## src/rtl/dc_vlc_encoder.sv

```systemverilog
// ProRes DC coefficient VLC encoder: two-stage pipeline that codes the first DC of a
// slice with a fixed codebook and later DCs as sign-tracked deltas with an adaptive codebook.
module dc_vlc_encoder (
  input  logic               clock,
  input  logic               reset,
  input  logic               dc_vlc_reset,
  input  logic [31:0]        dc_vlc_counter,
  input  logic [31:0]        block_num,
  input  logic signed [11:0] dc_coeff,
  output logic [31:0]        vlc_code,
  output logic [5:0]         vlc_length,
  output logic               vlc_valid,
  output logic [31:0]        dc_bit_total,
  output logic               dc_vlc_done
);

  localparam logic [7:0] FIRST_CB    = 8'hB8;
  localparam logic [2:0] CB_IDX_INIT = 3'd3;

  // Two's-complement fold: 2x for x >= 0, -2x-1 for x < 0.
  function automatic logic [13:0] make_code(input logic [13:0] x);
    return {x[12:0], 1'b0} ^ {14{x[13]}};
  endfunction

  function automatic logic [7:0] dc_codebook(input logic [2:0] idx);
    case (idx)
      3'd0:       return 8'h04;
      3'd1, 3'd2: return 8'h28;
      3'd3, 3'd4: return 8'h4D;
      default:    return 8'h70;
    endcase
  endfunction

  // Stage-1 state
  logic signed [11:0] prev_dc;
  logic               sign;
  logic [2:0]         cb_idx;
  logic               s1_valid;
  logic               s1_last;
  logic [13:0]        s1_code;
  logic [7:0]         s1_cb;

  // Stage-1 combinational
  logic        accept;
  logic        is_first;
  logic        is_last;
  logic [13:0] dc_ext;
  logic [13:0] raw_delta;
  logic [13:0] adj_delta;
  logic [13:0] code_sel;
  logic [7:0]  cb_sel;
  logic [14:0] half_code;
  logic [2:0]  next_idx;

  assign accept    = dc_vlc_reset && (dc_vlc_counter < block_num);
  assign is_first  = (dc_vlc_counter == 32'd0);
  assign is_last   = (dc_vlc_counter == block_num - 32'd1);
  assign dc_ext    = {{2{dc_coeff[11]}}, dc_coeff};
  // 14 bits hold any difference of two 12-bit values, so the delta never wraps.
  assign raw_delta = dc_ext - {{2{prev_dc[11]}}, prev_dc};
  assign adj_delta = sign ? (14'd0 - raw_delta) : raw_delta;
  assign code_sel  = is_first ? make_code(dc_ext) : make_code(adj_delta);
  assign cb_sel    = is_first ? FIRST_CB : dc_codebook(cb_idx);
  assign half_code = ({1'b0, code_sel} + {14'd0, code_sel[0]}) >> 1;
  assign next_idx  = (half_code > 15'd6) ? 3'd6 : half_code[2:0];

  // NOTE: sequential state uses non-blocking assignments so every register samples pre-edge values.
  always_ff @(posedge clock or posedge reset) begin
    if (reset) begin
      prev_dc  <= '0;
      sign     <= 1'b0;
      cb_idx   <= CB_IDX_INIT;
      s1_valid <= 1'b0;
      s1_last  <= 1'b0;
      s1_code  <= '0;
      s1_cb    <= '0;
    end else if (!dc_vlc_reset) begin
      sign     <= 1'b0;
      cb_idx   <= CB_IDX_INIT;
      s1_valid <= 1'b0;
      s1_last  <= 1'b0;
    end else begin
      s1_valid <= accept;
      if (accept) begin
        s1_code <= code_sel;
        s1_cb   <= cb_sel;
        s1_last <= is_last;
        prev_dc <= dc_coeff;
        if (is_first) begin
          sign   <= 1'b0;
          cb_idx <= CB_IDX_INIT;
        end else begin
          sign   <= raw_delta[13];
          cb_idx <= next_idx;
        end
      end
    end
  end

  // Stage-2 combinational codeword build
  logic [2:0]  rice;
  logic [2:0]  ex;
  logic [1:0]  sw;
  logic [14:0] code_w;
  logic [14:0] limit;
  logic [14:0] rice_mask;
  logic [14:0] eg_val;
  logic [3:0]  eg_msb;
  logic [31:0] code_next;
  logic [5:0]  len_next;

  assign rice   = s1_cb[7:5];
  assign ex     = s1_cb[4:2];
  assign sw     = s1_cb[1:0];
  assign code_w = {1'b0, s1_code};

  // NOTE: every always_comb output gets a default first so no path can infer a latch.
  always_comb begin
    limit     = 15'({1'b0, sw} + 3'd1) << rice;
    rice_mask = (15'd1 << rice) - 15'd1;
    eg_val    = code_w - limit + (15'd1 << ex);
    eg_msb    = 4'd0;
    code_next = '0;
    len_next  = '0;
    for (int i = 0; i < 15; i++) begin
      if (eg_val[i]) eg_msb = 4'(i);
    end
    if (code_w < limit) begin
      // Quotient zeros are implicit leading zeros of the right-aligned word.
      code_next = {17'd0, (15'd1 << rice) | (code_w & rice_mask)};
      len_next  = 6'(code_w >> rice) + 6'd1 + {3'd0, rice};
    end else begin
      code_next = {17'd0, eg_val};
      len_next  = {1'b0, eg_msb, 1'b0} - {3'd0, ex} + {4'd0, sw} + 6'd1;
    end
  end

  always_ff @(posedge clock or posedge reset) begin
    if (reset) begin
      vlc_code     <= '0;
      vlc_length   <= '0;
      vlc_valid    <= 1'b0;
      dc_bit_total <= '0;
      dc_vlc_done  <= 1'b0;
    end else if (!dc_vlc_reset) begin
      vlc_valid    <= 1'b0;
      dc_bit_total <= '0;
      dc_vlc_done  <= 1'b0;
    end else begin
      vlc_valid   <= s1_valid;
      dc_vlc_done <= s1_valid && s1_last;
      if (s1_valid) begin
        vlc_code     <= code_next;
        vlc_length   <= len_next;
        dc_bit_total <= dc_bit_total + {26'd0, len_next};
      end
    end
  end

endmodule

```

## config.mk

```make
export PLATFORM = sky130hd
export DESIGN_NAME = dc_vlc_encoder
export DESIGN_NICKNAME = d
export VERILOG_FILES = /design/src/rtl/dc_vlc_encoder.sv
export SDC_FILE = /design/constraint.sdc
export NUM_CORES = 1
export LEC_CHECK = 0
export ABC_AREA = 1
export CAP_MARGIN = 20
export CORE_ASPECT_RATIO = 1.75
export CORE_MARGIN = 2
export CORE_UTILIZATION = 50
export CTS_CLUSTER_SIZE = 8
export DETAILED_ROUTE_END_ITERATION = 6
export PLACE_DENSITY = 0.73
export SYNTH_ARGS = -nofsm -noshare
export SYNTH_HDL_FRONTEND = slang
export SYNTH_SLANG_ARGS = --single-unit
```

## constraint.sdc

```tcl
create_clock -name clock -period 9.1 [get_ports clock]
set_input_delay 2.73 -clock clock [delete_from_list [all_inputs] [get_ports clock]]
set_output_delay 2.73 -clock clock [all_outputs]
set_load 0.01 [all_outputs]
```

# Word-level counts from Yosys, hierarchy flattened
# Cells that the tools add are included.
[word_totals]
ff_bits = 112
in_bits = 79
output_inout_bits = 72
word_cells = 86
[classes]
addsub = 14
magnitude_cmp = 3
eq_ne = 7
shift = 4
muxes = 34
bitwise_logic = 4
n_reduce_logical = 8
[ops]
columns = ["op", "n"]
rows = [
  ["32-bit two-way mux", 2],
  ["4-bit two-way mux", 12],
  ["32-bit by 6-bit adder with 32-bit output", 1],
  ["32-bit equality test", 1],
  ["32-bit zero test", 1],
  ["32-bit less-than comparator", 1],
  ["32-bit by 1-bit subtractor with 32-bit output (second input constant)", 1],
  ["1-bit by 3-bit << shifter with 15-bit output (first input constant)", 2],
  ["14-bit two-way mux", 2],
  ["14-bit XOR", 2],
  ["7-bit case mux with 3 select lines", 1],
  ["14-bit by 1-bit adder with 15-bit output", 1],
  ["15-bit adder", 1],
  ["14-bit by 15-bit AND with 15-bit output", 1],
  ["14-bit by 15-bit less-than comparator with 1-bit output", 1],
  ["15-bit two-way mux", 1],
  ["15-bit OR", 1],
  ["3-bit by 3-bit << shifter with 15-bit output", 1],
  ["14-bit by 15-bit subtractor with 15-bit output", 1],
  ["15-bit by 1-bit subtractor with 15-bit output (second input constant)", 1],
  ["14-bit by 3-bit greater-than comparator with 1-bit output (second input constant)", 1],
  ["14-bit by 3-bit >> shifter with 6-bit output", 1],
  ["1-bit by 13-bit subtractor with 14-bit output (first input constant)", 1],
  ["12-bit by 12-bit subtractor with 13-bit output", 1],
  ["other kinds (18)", 35],
]

# Logic depth before layout (Yosys ltp)
# Gate-level depths: netlist of run 1.
[logic_depth]
depth_word = 25
ltp_mapped = 50
mapped_depth_nobuf = 50

# Worst setup path before layout of run 1
# No wires, ideal clock.
[synth_path]
path_kind = "reg-to-reg"
start = "reg s1_cb[5]"
end = "reg dc_bit_total[24]"
setup_ns = 0.123
t_arrival_ns = 6.579
required_ns = 8.977
path_slack_ns = 2.398
path_stages_with_launch = 43
n_path_buf = 0
period_less_slack_ns = 6.702
path_cell_list = "dfrtp_1 -> inv_1 -> ha_1 -> nand2_1 -> fa_1 -> inv_1 -> fa_1 -> inv_1 -> nand2_1 -> o21ai_1 -> nand2_1 -> nand3_1 -> nand2_1 -> nand2_1 -> nand2_1 -> nand2_1 -> nand3_1 -> nand2_1 -> [... 7 more ...] -> nand2_1 -> o21ai_0 -> ha_1 -> inv_1 -> o21ai_0 -> a21oi_1 -> nor2_1 -> a21oi_1 -> nor3_1 -> nand2_1 -> nor3_1 -> nand4_1 -> nor2_1 -> nand3_1 -> nor2_1 -> nand3_1 -> o21ai_0 -> a21oi_1"
[synth_between]
elab_chain_len = 24
word_cells_on_any_way = 28
classes_between = "add/sub: 8; order compare: 1; shift: 2; mux: 17"
[synth_rtl]
columns = ["element", "line", "source"]
rows = [
  ["start, declared", "41", "logic [7:0] s1_cb;"],
  ["start signal, assigned", "86", "s1_cb <= cb_sel;"],
  ["3-bit by 3-bit << shifter with 15-bit output", "119", "limit = 15'({1'b0, sw} + 3'd1) << rice;"],
  ["14-bit by 15-bit subtractor with 15-bit output", "121", "eg_val = code_w - limit + (15'd1 << ex);"],
  ["15-bit adder", "121", ""],
  ["1-bit two-way mux", "126", "if (eg_val[i]) eg_msb = 4'(i);"],
  ["2-bit two-way mux", "126", ""],
  ["4-bit two-way mux (12 in series)", "126", ""],
  ["5-bit by 3-bit subtractor with 6-bit output", "134", "len_next = {1'b0, eg_msb, 1'b0} - {3'd0, ex} + {4'd0, sw} + 6'd1;"],
  ["6-bit by 2-bit adder with 6-bit output", "134", ""],
  ["6-bit by 1-bit adder with 6-bit output", "134", ""],
  ["6-bit two-way mux *", "128", "if (code_w < limit) begin"],
  ["named net len_next[3]", "110", "logic [5:0] len_next;"],
  ["32-bit by 6-bit adder with 32-bit output *", "155", "dc_bit_total <= dc_bit_total + {26'd0, len_next};"],
  ["32-bit two-way mux *", "152", "if (s1_valid) begin"],
  ["32-bit two-way mux *", "145", "end else if (!dc_vlc_reset) begin"],
  ["end signal, assigned", "155", ""],
  ["end, declared", "13", "output logic [31:0] dc_bit_total,"],
]
# Mark *: on every way through the listed nets, which the timed path passes. The rest lies on a longest branch. The select of a mux whose other input is x is not followed.
# A chain may end at the register's enable or synchronous reset.

# Worst setup path after layout of run 1
[layout_path]
start = "reg s1_cb[6]"
end = "reg dc_bit_total[24]"
# Same word-level chain as after synthesis.

==> results of run 1 <==
==> cell families (layout without fill, tap and decap cells) <==
group,count (synthesis),in the layout,share of synthesized area [%]
simple gates,717,717,32.09
buf+inv,264,371,10.66
compound gates,234,234,12.73
fa+ha+maj,104,104,13.77
flops,94,94,23.31
xor+xnor,83,83,7.196
mux,2,2,0.1982
other cells,1,17,0.03712
==> flip-flops by register name, summed over array words and instances (netlist names) <==
| signal | flops |
|---|---|
| dc_bit_total | 32 |
| vlc_code | 15 |
| s1_code | 14 |
| prev_dc | 12 |
| s1_cb | 7 |
| vlc_length | 6 |
| cb_idx | 3 |
| dc_vlc_done | 1 |
| s1_last | 1 |
| s1_valid | 1 |
| sign | 1 |
| vlc_valid | 1 |
==> worst min path at each step <==
stage                   from             to  slack (ns)  cells after the start
2_1_floorplan    prev_dc[11]    prev_dc[11]        0.45                      2
3_3_place_gp   vlc_length[2]  vlc_length[2]        0.46                      2
3_5_place_dp   vlc_length[2]  vlc_length[2]        0.47                      2
4_1_cts        vlc_length[2]  vlc_length[2]        0.48                      2
5_1_grt        vlc_length[1]  vlc_length[1]        0.51                      2
6_report       vlc_length[4]  vlc_length[4]        0.48                      2
==> cell usage in the layout, fill, tap and decap left out, drive strengths merged <==
master / n
nand2: 378
inv: 218
clkdlybuf4s50: 133
nor2: 130
o21ai: 111
nand3: 105
ha: 92
dfrtp: 92
a21oi: 79
xor2: 58
nand4: 37
nor3: 34
xnor2: 25
conb: 17
nor4: 14
fa: 12
clkbuf: 11
o22ai: 10
nand3b: 8
or2: 8
o211ai: 6
o221ai: 6
o21a: 5
o21bai: 4
a211oi: 3
a31oi: 3
o31ai: 3
buf: 3
clkinv: 3
mux2i: 2
dfstp: 2
bufinv: 2
and3: 1
o32ai: 1
a21boi: 1
a22o: 1
a22oi: 1
and2: 1
nor4b: 1
clkinvlp: 1
==> repair_timing <==
| action | CTS | global route |
|---|---|---|
| endpoints found under the setup margin | 0 | 1 |
| resized for setup | 0 | 1 |
| hold buffers | 0 | 0 |
==> critical path, delay by kind of cell (launching register included) <==
| family | cells | cell delay, ns |
|---|---|---|
| buffers and inverters | 6 | 0.72 |
| DFF | 1 | 0.63 |
| xor gates and xnor gates | 2 | 0.56 |
| and+or+nand+nor | 19 | 2.64 |
| adders and majority gates | 6 | 1.98 |
| AOI/OAI and AO/OA | 9 | 1.52 |
==> layer usage <==
metal	track usage, %	share of wire (%)
met1	25.77	36
met5	0	0
met3	2.651	3.2
met4	16.62	6.0
met2	52.37	54
==> area by class of cell <==
cell class / count / area share (%)
Multi-Input combinational cell: 1157 / 56.58
Clock buffer: 11 / 2.041
Inverter: 219 / 6.932
Sequential cell: 94 / 19.81
Clock inverter: 5 / 0.6837
Tap cell: 245 / 2.577
Timing Repair Buffer: 136 / 11.38
==> report_power, final <==
group          switching (µW)  internal (µW)
Sequential                109            518
Combinational            1610            969
Clock                     169            249
Total                    1890           1740
==> stage by stage <==
step                instances  utilization [%]
finish                   1867            60.26
global route             1867            60.26
CTS                      1867            60.26
detailed placement       1851            58.61
global placement         1851            58.61
floorplan                1515                -
==> metrics list, run 1 <==
- In the final layout, the share of cells above drive strength 1 is under 10%.
- After routing, the total negative slack on setup checks comes to 0 ns.
- Per-instance average area after synthesis: 6.739 µm²
* CORE AREA: 19,740 µm²
- For flop-to-flop paths, the worst setup slack is 0.95 ns.
* Minimum hold slack: between 0.4 and 0.5 ns
- The endpoint identified for the worst register-to-register timing path is dc_bit_total[24].
- The critical path starts at s1_cb[6].
- The clock arrives with 0.009361 ns of skew.
* TritonCTS clock tree: built
- Measured along the x axis, the die boundary spans 111.5 µm.
- For the worst setup path, the data required time is 9.34 ns.
* Synth cell types: 54
- Synthesis inferred 94 register bits.
* Via/cell ratio: 5.451
* Post-layout min period: 8.147 ns
- Total Die Area: 21,400 µm²
* Static power due to leakage: approximately 0.0057 µW
- The number of antenna violations at the first check in global routing came to 0.
- In this run the tightest slew margin relative to its limit is 38.51%.
* Core Rows: between 60 and 70
* Inserted Diodes: 0
* Setup repair after global routing missed its margin: false
* Critical Path Sink: dc_bit_total[24]
* Io pins: 151
* Cell Area, Placed: 11,570 µm²
- The H-tree was split into 3 levels.
- Dividing the detail-routed wire length by the instance count gives 14.95 µm.
- The startpoint identified for the worst register-to-register timing path is s1_cb[6].
- Top post-synthesis cells by area: dfrtp_1, nand2_1, ha_1
- Input and output buffers added on the ports amount to 133.
- TritonCTS Sinks: 94
- In this run the vertical extent of the chip is 192.0 µm.
* Tot Pwr: 3622 µW
* Most used standard cell by instance count after synthesis: nand2_1
* Leading register cell type out of synthesis: dfrtp_1
- The first global-routing pass estimated 46.03 mm of wire.
- MaxCap Viol Count: 0
- Maximum number of pins on one net before global-route repair: 53
- The count of endpoints failing hold in the final timing report is 0.
- Vias after detailed routing: slightly above 10k
* Area share of the largest cell type after synthesis: 22.79%
- Vias in the first global route: 10.07k
- Fmax: 0.1228 GHz
- Global routing finished with a remaining overflow of 0.
- Number of synthesized flops with an enable pin: 0
- Synth Cell Area: 10,100 µm²
- The number of clock buffers added by TritonCTS is 9.
* Count of yosys warnings during synthesis: 0
- Across the VDD grid, the largest voltage drop is 0.0001981 V.
* Worst-path cell with the longest stage delay: dfrtp_1
- Hold Path Class: flip-flop to flip-flop
- The multi-input combinational cells in the finished layout cover a total of 6730 µm².
* Latest clock arrival within the worst-skew pair: 0.36 ns
* Layout fillers: 1,913
- Min setup slack post-route: about 0.95 ns
- Power density over cell area: a little over 300 nW/µm²
* Share of the yosys chip area belonging to registers: approximately a quarter
- Type of destination of the critical path: flip-flop
- Of all nets on the critical path, the largest fanout is 14.
* DRC: 0
- Post-route cell area: 11,900 µm²
* Post-route clock period utilization: 89.52%
- For the worst flop-to-flop path, the logic depth is between 40 and 50.
- Result of the run: finished, final reports clean
* Root Buffer Master: clkbuf_16
- No sink is reached through more buffers than the 2 on the longest clock path.
- The number of max-slew violations in the final report came to 0.
* Detailed Route Iter0 Violations: 392
* Area taken by flip-flops and latches: ~2400 µm²
- Setup bufs post-CTS: 0
- Most area-hungry cell type in the Yosys netlist: dfrtp_1
* Post-placement worst setup slack: 0.9493 ns
- After synthesis, the share of flip-flops with an asynchronous set or reset is 100.0%.
* Startpoint Class: flip-flop
- After the last flow step, the layout net total stands at ~1.8k.
- At the end of routability-driven placement, the weighted congestion stood at ~0.94.
- Detailed placement ended at an HPWL of around 23 mm.
- The most numerous cell type found on the critical path is nand2_1.
- After technology mapping, the gate count stands at 1,499.
* Class of the most critical setup path: flip-flop to flip-flop
- Global routing used between 20% and 30% of the available tracks across all layers.
- Commonest cells post-synth: nand2_1, inv_1, nor2_1
- Before antenna repair, the detailed router went through 5 iterations.
- Once the floorplan was initialized, standard cells occupied about half of the core.
- Slew at the pin with the worst max-slew slack: 0.9214 ns
* Crit path arrival time: 8.38 ns
- Final setup viols: 0
* Number of antenna-violating nets in the routed design: 0
- Clock transition at path regs: 0.07 ns
- Highest cell delay on the worst timing path: 0.63 ns
* WL final: 27.91 mm
- Synthesis-to-layout area growth: 17.75%
(Power assumes the default switching activity.)
==> run 2: changes to the inputs <==
--- a/config.mk
+++ b/config.mk
@@ -10,8 +10,8 @@
 export CORE_ASPECT_RATIO = 1.75
 export CORE_MARGIN = 2
 export CORE_UTILIZATION = 50
-export CTS_CLUSTER_SIZE = 8
 export DETAILED_ROUTE_END_ITERATION = 6
+export GPL_TIMING_DRIVEN = 0
 export PLACE_DENSITY = 0.73
 export SYNTH_ARGS = -nofsm -noshare
 export SYNTH_HDL_FRONTEND = slang
==> metrics list, run 2 (synthesized netlist as in run 1, its figures left out) <==
- For this design, the slowest cell found on the critical path is dfrtp_1.
- WL final: 28.18 mm (+1.0%)
- Clock share of power: 10.7% (-0.8 points)
- TritonCTS Sinks: 94 (unchanged)
- Registers with the highest flip-flop counts: dc_bit_total: 32 flops, vlc_code: 15 flops, s1_code: 14 flops
- The setup-violating endpoint count in the final report was 0 (unchanged).
* Final count of hold timing violations: 0 (unchanged)
- Worst-case clock skew: 0.01392 ns (+0.004554 ns)
- Initial cell density of the core: 51.18% (unchanged)
- Buffer depth of the longest clock path: 2 (unchanged)
* Cell internal power dissipation: 1722 µW (-0.80%)
- The power density normalized to cell area came to 298.6 nW/µm² (-1.9%).
* Hold Path Class: flip-flop to flip-flop
- Root Buffer Master: clkbuf_16
- STA classifies the critical path startpoint as a flip-flop.
- The I/O pin total is 151 (unchanged).
- Most used cell, CP: o21ai_0
- The number of port buffers is 133 (unchanged).
* Y dimension of the die: 192.0 µm (unchanged)
* Width of the die: 111.5 µm (unchanged)
- The number of rows created at floorplan was 68 (unchanged).
- The first-pass detailed-route iteration total was 5 (unchanged).
* Total Die Area: 21,400 µm² (unchanged)
- The startpoint identified for the worst register-to-register timing path is s1_cb[7].
* Class of the most critical setup path: flip-flop to flip-flop
- The number of antenna violations at the first check in global routing was 0 (unchanged).
- The pin count of the biggest net entering global routing is 52 (-1.9%).
- The endpoint required time on the critical path came to 9.34 ns (about the same).
* Total congestion overflow after global routing: 0 (unchanged)
- The worst reg-to-reg path cell count is 39 (-7.1%).
- The total global routing track utilization came to 26.70% (+0.26 points).
* Combinational share of power: 72.5% (+1.4 points)
* Fraction of power spent switching nets: 52.48% (+0.40 points)
* MaxCap Viol Count: 0 (unchanged)
- The minimum clock period after layout was 8.404 ns (+0.2576 ns).
- The pre-CTS setup slack came to 0.6655 ns (-0.2838 ns).
- The clock-pin slew on the worst setup and hold paths came to 0.07 ns (about the same).
- Total negative slack: 0 ns (unchanged)
- Slew at the pin with the worst max-slew slack: 0.6876 ns (-0.2338 ns)
* Commonest non-fill, non-tap cell in the layout: nand2_1
- CORE AREA: 19,740 µm² (unchanged)
- The total inserted antenna cells came to 0 (unchanged).
- Vias after detailed routing: 10.30k (+1.2%)
- The hold path depth came to 2 (unchanged).
- The total cell area at the placement stage is 11,830 µm² (+2.2%).
- Number of antenna-violating nets in the routed design: 0 (unchanged)
* Static power due to leakage: 0.005860 µW (+2.3%)
* Setup bufs post-CTS: 0 (unchanged)
* Result of the run: finished, final reports clean
- Post-route clock period utilization: 92.35% (+2.8 points)
* Sum of net half-perimeters after detailed placement: 23.76 mm (+2.3%)
* Wire length of the first global-routing pass: 46.44 mm (+0.90%)
- The via count of the first global-routing pass came to 10.17k (+1.0%).
- TritonCTS built the clock tree.
* Type of destination of the critical path: flip-flop
* Launching instance or port of the critical path: s1_cb[7]
- The highest ir drop seen on vdd was 0.0002648 V (+34%).
- Top library cells by usage in the layout, fill and taps aside: nand2_1, inv_1, clkdlybuf4s50_1, nor2_1, o21ai_0
* Number of max-slew violations in the final report: 0 (unchanged)
- The final layout net count came to 1,843 (+2.4%).
- Highest cell delay on the worst timing path: 0.51 ns (-0.12 ns)
- Final weighted congestion in routability-driven placement: 1.032 (+10%)
- The post-layout worst setup margin was 0.6958 ns (-0.2576 ns).
- Latest clock arrival within the worst-skew pair: 0.36 ns (about the same)
- Crit path arrival time: 8.64 ns (+0.26 ns)
- The remaining routing DRC violations came to 0 (unchanged).
- The startpoint identified for the worst hold timing path is vlc_length[3].
- TritonCTS buffer count: 9 (unchanged)
- Share of cells above drive strength 1: 5.586% (+1.0 points)
* Slew HR: 54.16% (+16 points)
- Setup repair after global routing missed its margin: false
* Via/cell ratio: 5.392 (-1.1%)
- The peak fanout along the critical path came to 9 (-5).
* Avg WL per Cell: 14.76 µm (-1.3%)
- The number of flip-flops in the largest register was 32 (unchanged).
* P_sw: 1901 µW (+0.80%)
* Number of H-tree levels: 3 (unchanged)
- Post-route cell area: 12,130 µm² (+2.0%)
- Compared with the post-synthesis result, the final layout area differs by 20.11%.
* Detailed Route Iter0 Violations: 534 (+36%)
- The achievable frequency is 0.1190 GHz (-3.1%).
- More flip-flops sit in one register than any other, and that register is dc_bit_total.
- Register share of total power: 16.8% (-0.5 points)
## run 2: changes by cell type in the layout (fill, tap and decap cells not counted), sizes merged
| cell | before | now |
|---|---|---|
| buf | 3 | 25 |
| bufinv | 2 | 1 |
| clkinv | 3 | 2 |
| clkbuf | 11 | 34 |
## run 2: final timing paths
| check | endpoint | slack (ns) |
|---|---|---|
| setup / recovery | dc_bit_total[24] | 0.70 |
| max in group asynchronous | cb_idx[0] | 5.60 |
| hold / removal | vlc_length[3] | 0.48 |
| min in group asynchronous | dc_bit_total[16] | 2.78 |
| setup reg to reg | dc_bit_total[24] | 0.70 |
| hold reg to reg | vlc_length[3] | 0.48 |
## run 2: worst max-delay path, delay by kind of cell (launching register included)
kind | cells | cell delay, ns
flops | 1 | 0.51
xor+xnor | 2 | 0.62
fa+ha+maj | 6 | 1.94
simple gates | 15 | 2.57
compound gates | 11 | 2.01
buf+inv | 5 | 0.61
## run 2: layout make-up
type / instances / area (µm²)
Buffer: 45 / 255.2
Clock buffer: 13 / 250.2
Clock inverter: 3 / 46.29
Fill cell: 1918 / 7605
Inverter: 219 / 824.5
Multi-Input combinational cell: 1157 / 6738
Sequential cell: 94 / 2355
Tap cell: 245 / 306.5
Timing Repair Buffer: 134 / 1359
## run 2: per-layer routing
metal / global-route usage [%] / wire (µm)
met1: 25.59 / 10180
met2: 53.56 / 15510
met3: 3.029 / 894
met4: 15.91 / 1598
met5: 0 / 0
## run 2: metrics by stage
step / hold slack [ns] / std cells / util, % / total power, µW
finish: 0.4797 / 1910 / 61.47 / 3623
detailed placement: 0.4657 / 1894 / 59.93 / 3207
global route: 0.5122 / 1910 / 61.47 / 4048
CTS: 0.4844 / 1910 / 61.44 / 3614
floorplan: 0.4530 / 1515 / - / 2519
global placement: 0.4635 / 1893 / 59.78 / 3134
## run 2: timing repair
| action | CTS | global route |
|---|---|---|
| hold buffers | 0 | 0 |
| gates resized for setup | 0 | 1 |
| setup endpoints to repair | 0 | 1 |
| hold endpoints to repair | 0 | 0 |
## run 2: power by group through the flow
stage          Sequential (µW)  Combinational [µW]  Clock (µW)
2_1_floorplan              615                1900           0
3_3_place_gp               612                2520           0
3_5_place_dp               616                2590           0
4_1_cts                    609                2610         398
5_1_grt                    626                3010         415
6_report                   610                2620         388
